**src/rtl/link_pkg.sv**
```systemverilog
// Shared types and response codes for the UART command link and its cmd_cfg peer.
package link_pkg;

  typedef enum logic [1:0] {
    WAIT_HI = 2'd0,
    WAIT_LO = 2'd1,
    HOLD    = 2'd2
  } rx_state_t;

  typedef enum logic {
    TX_IDLE = 1'b0,
    TX_BUSY = 1'b1
  } tx_state_t;

  localparam logic [7:0] ACK = 8'hA5;
  localparam logic [7:0] NAK = 8'hEE;

endpackage

```
**src/rtl/uart_cmd_link_resp_tx_q.sv**
```systemverilog
// Response transmit path: one byte in flight plus one pending; trmt/resp_sent one cycle after the cause.
// A send_resp arriving with both slots occupied is dropped and flagged in sticky tx_ovr.
module resp_tx_q
  import link_pkg::*;
(
  input  logic       clk,
  input  logic       rst,
  input  logic       send_resp,
  input  logic [7:0] resp,
  input  logic       tx_done,
  output logic       trmt,
  output logic [7:0] tx_data,
  output logic       resp_sent,
  output logic       tx_ovr
);

  tx_state_t  state_q, state_d;
  logic [7:0] tx_data_q, tx_data_d;
  logic [7:0] pend_data_q, pend_data_d;
  logic       pend_vld_q, pend_vld_d;
  logic       trmt_q, trmt_d;
  logic       resp_sent_q, resp_sent_d;
  logic       tx_ovr_q, tx_ovr_d;

  always_ff @(posedge clk) begin
    if (rst) begin
      state_q     <= TX_IDLE;
      tx_data_q   <= 8'h00;
      pend_data_q <= 8'h00;
      pend_vld_q  <= 1'b0;
      trmt_q      <= 1'b0;
      resp_sent_q <= 1'b0;
      tx_ovr_q    <= 1'b0;
    end else begin
      state_q     <= state_d;
      tx_data_q   <= tx_data_d;
      pend_data_q <= pend_data_d;
      pend_vld_q  <= pend_vld_d;
      trmt_q      <= trmt_d;
      resp_sent_q <= resp_sent_d;
      tx_ovr_q    <= tx_ovr_d;
    end
  end

  always_comb begin
    state_d = state_q;
    case (state_q)
      TX_IDLE: if (send_resp) state_d = TX_BUSY;
      TX_BUSY: if (tx_done && !pend_vld_q && !send_resp) state_d = TX_IDLE;
      default: state_d = TX_IDLE;
    endcase
  end

  always_comb begin
    tx_data_d   = tx_data_q;
    pend_data_d = pend_data_q;
    pend_vld_d  = pend_vld_q;
    trmt_d      = 1'b0;
    resp_sent_d = 1'b0;
    tx_ovr_d    = tx_ovr_q;
    case (state_q)
      TX_IDLE: begin
        if (send_resp) begin
          tx_data_d = resp;
          trmt_d    = 1'b1;
        end
      end
      TX_BUSY: begin
        if (tx_done) begin
          resp_sent_d = 1'b1;
          if (pend_vld_q) begin
            // Pending byte launches; a coincident request refills the freed slot.
            tx_data_d  = pend_data_q;
            trmt_d     = 1'b1;
            pend_vld_d = send_resp;
            if (send_resp) pend_data_d = resp;
          end else if (send_resp) begin
            tx_data_d = resp;
            trmt_d    = 1'b1;
          end
        end else if (send_resp) begin
          if (pend_vld_q) begin
            tx_ovr_d = 1'b1;
          end else begin
            pend_data_d = resp;
            pend_vld_d  = 1'b1;
          end
        end
      end
      default: ;
    endcase
  end

  assign trmt      = trmt_q;
  assign tx_data   = tx_data_q;
  assign resp_sent = resp_sent_q;
  assign tx_ovr    = tx_ovr_q;

endmodule

```
**src/rtl/uart_cmd_link.sv**
```systemverilog
// Assembles two rx bytes (high first) into a held 16-bit command and forwards responses to the tx core.
// All outputs are registered; a held command stalls further rx bytes in the rx core until cleared.
module uart_cmd_link
  import link_pkg::*;
#(
  parameter int TIMEOUT_CYC = 1_000_000,
  parameter int TO_W        = 20
) (
  input  logic        clk,
  input  logic        rst,
  input  logic        rx_rdy,
  input  logic [7:0]  rx_data,
  output logic        clr_rx_rdy,
  output logic [15:0] cmd,
  output logic        cmd_rdy,
  input  logic        clr_cmd_rdy,
  input  logic [7:0]  resp,
  input  logic        send_resp,
  output logic        resp_sent,
  output logic        trmt,
  output logic [7:0]  tx_data,
  input  logic        tx_done,
  output logic        frame_err,
  output logic        tx_ovr
);

  rx_state_t         state_q, state_d;
  logic [15:0]       cmd_q, cmd_d;
  logic              cmd_rdy_q, cmd_rdy_d;
  logic              clr_rx_q, clr_rx_d;
  logic              frame_err_q, frame_err_d;
  logic [TO_W-1:0]   timer_q, timer_d;
  logic              rx_vld;
  logic              timeout;

  // rx_rdy is still high in the cycle our clear pulse is out; don't take the same byte twice.
  assign rx_vld  = rx_rdy && !clr_rx_q;
  assign timeout = (timer_q == TO_W'(TIMEOUT_CYC - 1));

  always_ff @(posedge clk) begin
    if (rst) begin
      state_q     <= WAIT_HI;
      cmd_q       <= 16'h0000;
      cmd_rdy_q   <= 1'b0;
      clr_rx_q    <= 1'b0;
      frame_err_q <= 1'b0;
      timer_q     <= '0;
    end else begin
      state_q     <= state_d;
      cmd_q       <= cmd_d;
      cmd_rdy_q   <= cmd_rdy_d;
      clr_rx_q    <= clr_rx_d;
      frame_err_q <= frame_err_d;
      timer_q     <= timer_d;
    end
  end

  always_comb begin
    state_d = state_q;
    case (state_q)
      WAIT_HI: if (rx_vld) state_d = WAIT_LO;
      WAIT_LO: begin
        if (rx_vld)       state_d = HOLD;
        else if (timeout) state_d = WAIT_HI;
      end
      HOLD:    if (clr_cmd_rdy) state_d = WAIT_HI;
      default: state_d = WAIT_HI;
    endcase
  end

  always_comb begin
    cmd_d       = cmd_q;
    cmd_rdy_d   = cmd_rdy_q;
    clr_rx_d    = 1'b0;
    frame_err_d = 1'b0;
    timer_d     = timer_q;
    case (state_q)
      WAIT_HI: begin
        if (rx_vld) begin
          cmd_d[15:8] = rx_data;
          clr_rx_d    = 1'b1;
          timer_d     = '0;
        end
      end
      WAIT_LO: begin
        if (rx_vld) begin
          cmd_d[7:0] = rx_data;
          clr_rx_d   = 1'b1;
          cmd_rdy_d  = 1'b1;
        end else begin
          timer_d     = timer_q + TO_W'(1);
          frame_err_d = timeout;
        end
      end
      HOLD: if (clr_cmd_rdy) cmd_rdy_d = 1'b0;
      default: ;
    endcase
  end

  assign cmd        = cmd_q;
  assign cmd_rdy    = cmd_rdy_q;
  assign clr_rx_rdy = clr_rx_q;
  assign frame_err  = frame_err_q;

  resp_tx_q u_resp_tx_q (
    .clk       (clk),
    .rst       (rst),
    .send_resp (send_resp),
    .resp      (resp),
    .tx_done   (tx_done),
    .trmt      (trmt),
    .tx_data   (tx_data),
    .resp_sent (resp_sent),
    .tx_ovr    (tx_ovr)
  );

endmodule

```
**config.mk**
```make
export PLATFORM = sky130hd
export DESIGN_NAME = uart_cmd_link
export DESIGN_NICKNAME = d
export VERILOG_FILES = /design/src/rtl/link_pkg.sv /design/src/rtl/uart_cmd_link_resp_tx_q.sv /design/src/rtl/uart_cmd_link.sv
export SDC_FILE = /design/constraint.sdc
export NUM_CORES = 1
export LEC_CHECK = 0
export BUFFER_PORTS_ARGS = -buffer_cell sky130_fd_sc_hd__buf_4
export CORE_MARGIN = 2
export CORE_UTILIZATION = 49
export CTS_CLUSTER_DIAMETER = 150
export DETAILED_ROUTE_END_ITERATION = 16
export GPL_TIMING_DRIVEN = 1
export HOLD_SLACK_MARGIN = 0.06
export PLACE_DENSITY = 0.81
export SYNTH_ARGS = -nofsm -noshare
export SYNTH_HDL_FRONTEND = slang
export SYNTH_SLANG_ARGS = --single-unit
```
**constraint.sdc**
```tcl
create_clock -name clk -period 1.8 [get_ports clk]
set_input_delay 0.27 -clock clk [delete_from_list [all_inputs] [get_ports clk]]
set_output_delay 0.27 -clock clk [all_outputs]
set_load 0.01 [all_outputs]
```
==> run_results.csv, run 1 <==
group,metric,value,unit
final_layout,syn_to_final_growth,29.35,%
final_layout,antenna_cells,0,
synth,synth_area,0.002703,sq mm
synth,synth_simple_gate_area_frac,0.2907,
global_routing,grt_util_all_layers,0.2250,
placement,pre_cts_ws,-27.54,ps
cts,cts_tree,"built",
placement,port-buffer-count,51,
die,core_area,0.005405,sq mm
sta,tightest_slew,546.1,ps
setup_path,crit_slowest_cell,"or4_4",
setup_path,start_kind,"register",
synth,synth_compound_area_frac,0.1662,
power_and_ir_drop,p_sw,0.8053,mW
power_and_ir_drop,p_comb_frac,0.138,
flow_run,drv_cap,0,
die,die_w,78.27,um
synth,ys_types,45,
final_layout,multi_input_area,0.001366,sq mm
global_routing,grt-ovfl-total,0,
global_routing,grt_max_degree,45,
synth,synth_cells,326,
synth,synth_ff_type,"dfxtp_1",
cts,cts_num_sinks,62,
setup_path,criticalPathCategory,"register to register",
die,rows,27,
power_and_ir_drop,power.total,2.950,mW
synth,synth_edf_count,0,
setup_path,crit_required,2080,ps
setup_path,r2r_cells,6,
setup_path,worstSetupEndpointType,"register",
global_routing,grt_pass1_wl,11.04,mm
power_and_ir_drop,switching_share,0.2730,
worst_hold_path,holdPathStages,3,
placement,place_congestion,0.8662,
drt,drt_first_pass_iters,5,
setup_path,r2r_slack,70,ps
synth,muxShareOfSynthArea,0.03704,
final_layout,fillCellCount,443,
sta,tns,0,ps
drt,wirelength,6.670,mm
setup_path,arrival,2010,ps
setup_path,cp_max_fo,4,
drt,vias,2658,
cts,cts_buffer_depth,2,
outcome,status,"finished clean",
synth,synth_top_family_by_area,"simple AND/OR/NAND/NOR gates",
synth,yosysMostFrequentCell,"dfxtp_1",
drt,viasPerCell,5.596,
cts,clockRootBuffer,"clkbuf_8",
worst_hold_path,hold_start,"resp[7]",
synth,synth.avg_cell_area,8.290,sq um
final_layout,regArea,0.001246,sq mm
die,dieArea,0.006125,sq mm
power_and_ir_drop,ir_drop,0.4754,mV
sta,skew,7.412,ps
synth,synth_seq_cells,62,
synth,synthTopCellsByArea,"dfxtp_1, nand2_1, a21oi_1",
setup_path,worst_r2r_startpoint,"timer_q[1]$_SDFFE_PP0P_",
sta,max_slew_margin,0.6326,
cts,hold_buffers,0,
sta,period_needed,1730,ps
worst_hold_path,hold_class,"input port to register",
drt,drt_iter0_markers,182,
final_layout,fin_nets,423,
power_and_ir_drop,p_int,2.145,mW
synth,ys_seq_area_frac,0.4593,
drt,ant_nets,0,
cts,h-tree-depth,3,
sta,clock.fmax,0.5781,GHz
synth,yosys.area.top_type,"dfxtp_1",
global_routing,grt_pass1_vias,2501,
setup_path,worstReg2RegEnd,"timer_q[14]$_SDFFE_PP0P_",
synth,synth_nets,350,
drt,avgRoutedWirePerCell,14.04,um
placement,dp_hpwl,4.687,mm
power_and_ir_drop,leakage,1.444,nW
placement,dp_cells,459,
sta,whs,167.9,ps
sta,hold_violations,0,
setup_path,worstPathCellList,"ha_2 -> nand4_1 -> or4_4 -> buf_4 -> nor4_1 -> a211o_1",
final_layout,final_cells,475,
power_and_ir_drop,powerDensity,843.8,mW/mm^2
cts,clk_pin_slew_worst_paths,70,ps
final_layout,drive_above_1_share,0.2680,
synth,synth_commonest_cells,"dfxtp_1, nand2_1, a21oi_1",
sta,setup_viol,0,
cts,cts_buffers,9,
synth,synth_fa_ha_area_frac,0.009259,
die,die_h,78.27,um
sta,period_share,0.9609,
setup_path,critPathMaxStageDelay,470,ps
sta,layout_setup_ws,70.32,ps
sta,grt_setup_unrepaired,"no",
synth,synth_xor_area_frac,0,
drt,drc,0,
power_and_ir_drop,p_seq_frac,0.497,
synth,ys_warn_count,0,
global_routing,antenna_found_initial,0,
sta,final_max_slew_viol_count,0,
worst_hold_path,whs_endpoint,"u_resp_tx_q.pend_data_q[7]$_SDFFE_PP0P_",
die,initial_utilization,0.5000,
cts,insertion_delay,340,ps
synth,synth_top_area_frac,0.4593,
die,ios,52,
power_and_ir_drop,power_frac_clock,0.365,
synth,async_reset_ff_frac,0,
## logic make-up (layout without fill, tap and decap cells)
family          after synthesis  in the layout
flops                        62             62
fa+ha+maj                     2              2
buf+inv                      23            100
compound gates               71             71
simple gates                158            158
mux                          10             10
## through the flow
stage | utilization | cell area (sq um)
floorplan | - | 2708
global placement | 0.6120 | 3308
detailed placement | 0.6120 | 3308
CTS | 0.6442 | 3482
global route | 0.6468 | 3496
finish | 0.6468 | 3496
## per-layer routing
layer	GRT usage	vias to the layer above	share of wire
met5	0	-	0
met4	0.07193	0	0.016
met3	0.07701	12	0.063
met2	0.3828	80	0.49
met1	0.2669	1250	0.43
li1	-	1316	-
## placed cells by master (no fill, tap or decap), types with 7 or more instances in the layout
cell type and instances:
a31oi_1 8, a21oi_1 32, mux2i_1 10, a311oi_1 10
o21ai_0 7, nand3_1 18, dfxtp_1 58, buf_4 80
nand4_1 8, nand2_1 57, or3_1 8, nor3_1 9
clkbuf_8 10, nor2_1 27
## worst max-delay path: cells and delay by family, from the launching register on
kind	cells	cell delay (ps)
DFF	1	330
buffers and inverters	1	160
adders and majority gates	1	170
AOI/OAI and AO/OA	1	150
and+or+nand+nor	3	880
## state kept, by name, indices dropped and copies added, names as in the netlist
signal                   flops
u_resp_tx_q.state_q          1
u_resp_tx_q.tx_ovr           1
u_resp_tx_q.pend_data_q      8
u_resp_tx_q.tx_data          8
clr_rx_rdy                   1
frame_err                    1
u_resp_tx_q.resp_sent        1
u_resp_tx_q.pend_vld_q       1
timer_q                     20
cmd                         16
u_resp_tx_q.trmt             1
cmd_rdy                      1
state_q                      2
## worst max path at each step
stage	cells past startpoint	end	slack, ps	start
finish	6	timer_q[14]$_SDFFE_PP0P_	70	timer_q[1]$_SDFFE_PP0P_
global route	5	timer_q[16]$_SDFFE_PP0P_	8	timer_q[1]$_SDFFE_PP0P_
CTS	5	timer_q[19]$_SDFFE_PP0P_	40	timer_q[1]$_SDFFE_PP0P_
detailed placement	5	timer_q[16]$_SDFFE_PP0P_	-30	timer_q[1]$_SDFFE_PP0P_
global placement	5	timer_q[16]$_SDFFE_PP0P_	20	timer_q[1]$_SDFFE_PP0P_
floorplan	5	timer_q[16]$_SDFFE_PP0P_	20	timer_q[0]$_SDFFE_PP0P_
## layout make-up
type                            count  area share
Timing Repair Buffer               80      0.1718
Clock inverter                      5     0.01038
Sequential cell                    62      0.3565
Inverter                            5    0.005369
Tap cell                           72     0.02577
Clock buffer                       10     0.03937
Multi-Input combinational cell    241      0.3908
## repair_timing
action,in CTS,in global routing
setup buffers,0,1
resized for setup,0,3
setup endpoints to repair,1,2
pin swaps,1,2
## power groups by stage
stage | sequential (mW) | clock, mW | combinational (mW)
finish | 1.47 | 1.08 | 0.406
CTS | 1.47 | 1.10 | 0.406
floorplan | 1.51 | 0 | 0.200
global route | 1.47 | 1.16 | 0.447
global placement | 1.49 | 0 | 0.397
detailed placement | 1.50 | 0 | 0.404
(Power assumes the default switching activity.)
==> run 2: changes to the inputs <==
CORE_UTILIZATION = 40   (was 49)
PLACE_DENSITY = 0.69   (was 0.81)
==> run 2 against run 1 <==
  * Worst hold slack got worse by 18 ps
  * Register-to-register slack about the same
  * Global-route usage shrank 3.9 points
  * Sequential power about the same
  * Combinational power about the same
  * Non-clock buffer count decreased by 1
  * Wire length up 0.54%
  * Sequential cell count is the same
  * Clock power hardly changed
  * Critical endpoint is now timer_q[16]$_SDFFE_PP0P_
  * Largest cell class unchanged
==> run_results.csv, run 2 (same netlist as run 1, synthesis figures left out) <==
group,metric,value,unit
final_layout,drive_above_1_share,0.2730,
setup_path,arrival,2000,ps
flow_run,drv_cap,0,
final_layout,fin_nets,422,
cts,clk_pin_slew_worst_paths,70,ps
sta,grt_setup_unrepaired,"yes",
power_and_ir_drop,ir_drop,0.6237,mV
worst_hold_path,hold_class,"input port to register",
sta,max_slew_margin,0.6585,
setup_path,worstSetupEndpointType,"register",
power_and_ir_drop,leakage,1.442,nW
drt,avgRoutedWirePerCell,13.97,um
sta,period_needed,1732,ps
cts,cts_tree,"built",
setup_path,start_kind,"register",
final_layout,antenna_cells,0,
placement,place_congestion,0.8000,
power_and_ir_drop,power.total,2.933,mW
sta,whs,150.4,ps
die,core_area,0.006459,sq mm
final_layout,largest_register_ffs,20,
final_layout,fillCellCount,610,
outcome,status,"finished clean",
final_layout,mostFrequentLayoutCell,"buf_4",
final_layout,syn_to_final_growth,29.26,%
placement,dp_cells,462,
sta,period_share,0.9622,
final_layout,regArea,0.001249,sq mm
setup_path,criticalPathCategory,"register to register",
global_routing,grt_util_all_layers,0.1864,
final_layout,multi_input_area,0.001370,sq mm
die,die_w,86.20,um
sta,setup_viol,0,
placement,port-buffer-count,51,
sta,skew,8.858,ps
die,initial_utilization,0.4184,
final_layout,final_cells,480,
cts,cts_buffers,9,
sta,final_max_slew_viol_count,0,
global_routing,grt_max_degree,49,
global_routing,grt_pass1_wl,11.12,mm
cts,insertion_delay,340,ps
die,die_h,86.20,um
drt,drc,0,
sta,tightest_slew,507.6,ps
sta,clock.fmax,0.5774,GHz
power_and_ir_drop,powerDensity,839.6,mW/mm^2
final_layout,final_cell_mix,"buf_4, nand2_1, dfxtp_1, a21oi_1, nor2_1",
drt,ant_nets,0,
drt,drt_first_pass_iters,4,
placement,dp_hpwl,4.670,mm
drt,viasPerCell,5.454,
drt,vias,2618,
final_layout,largest-register,"timer_q",
drt,drt_iter0_markers,155,
sta,hold_violations,0,
die,ios,52,
die,dieArea,0.007430,sq mm
setup_path,crit_required,2070,ps
die,rows,29,
cts,cts_buffer_depth,2,
cts,clockRootBuffer,"clkbuf_8",
cts,h-tree-depth,3,
global_routing,antenna_found_initial,0,
setup_path,cp_max_fo,4,
global_routing,grt_pass1_vias,2418,
global_routing,grt-ovfl-total,0,
drt,wirelength,6.706,mm
cts,cts_num_sinks,62,
[run 2: critical path: stages (launching register included)]
cell,delay (ps)
dfxtp_2,330
ha_2,170
nand4_1,140
or4_4,470
or4_4,420
a21oi_1,140
[run 2: cell type report]
type / count / share of cell area
multi-input combinational: 241 / 0.3922
sequential: 62 / 0.3575
timing repair buffer: 79 / 0.1698
clock buffer: 10 / 0.03653
tap: 77 / 0.02758
clock inverter: 6 / 0.01110
inverter: 5 / 0.005372
[run 2: metal layers]
layer / GRT usage / wire [um] / up-vias
li1: - / - / 1321
met5: 0 / 0 / -
met2: 0.3009 / 3319 / 67
met1: 0.2347 / 2961 / 1221
met4: 0.05398 / 91 / 0
met3: 0.06857 / 334 / 9
[run 2: worst paths after layout]
| kind | startpoint | end | slack [ps] | depth (start not counted) |
|---|---|---|---|---|
| worst max-delay path | timer_q[0]$_SDFFE_PP0P_ | timer_q[16]$_SDFFE_PP0P_ | 70 | 5 |
| worst min-delay path | rst | timer_q[6]$_SDFFE_PP0P_ | 150 | 2 |
| worst max register to register | timer_q[0]$_SDFFE_PP0P_ | timer_q[16]$_SDFFE_PP0P_ | 70 | 5 |
| worst min register to register | cmd[15]$_SDFFE_PP0P_ | cmd[15]$_SDFFE_PP0P_ | 460 | 2 |
[run 2: report_power, final]
| group | leakage, nW | internal, mW | switching (mW) | total (mW) |
|---|---|---|---|---|
| sequential | 0.508 | 1.43 | 0.0386 | 1.47 |
| combinational | 0.852 | 0.188 | 0.216 | 0.403 |
| clock | 0.0820 | 0.494 | 0.569 | 1.06 |
[run 2: what timing repair did]
item                                    in CTS  in global routing
hold buffers                                 0                  0
pin swaps                                    1                  0
resized for setup                            0                  6
buffers inserted                             0                  2
endpoints found under the setup margin       2                  3
[run 2: per-stage QoR]
| step | TNS, ps | cell area, sq um | util | setup slack (ps) |
|---|---|---|---|---|
| final | 0 | 3493 | 0.5409 | 68.02 |
| after global routing | -38.91 | 3493 | 0.5409 | -27.92 |
| after CTS | 0 | 3466 | 0.5366 | 12.56 |
| after detailed placement | -15.57 | 3299 | 0.5108 | -15.57 |
| after global placement | 0 | 3299 | 0.5108 | 18.08 |
| after floorplan | 0 | 2708 | - | 22.78 |
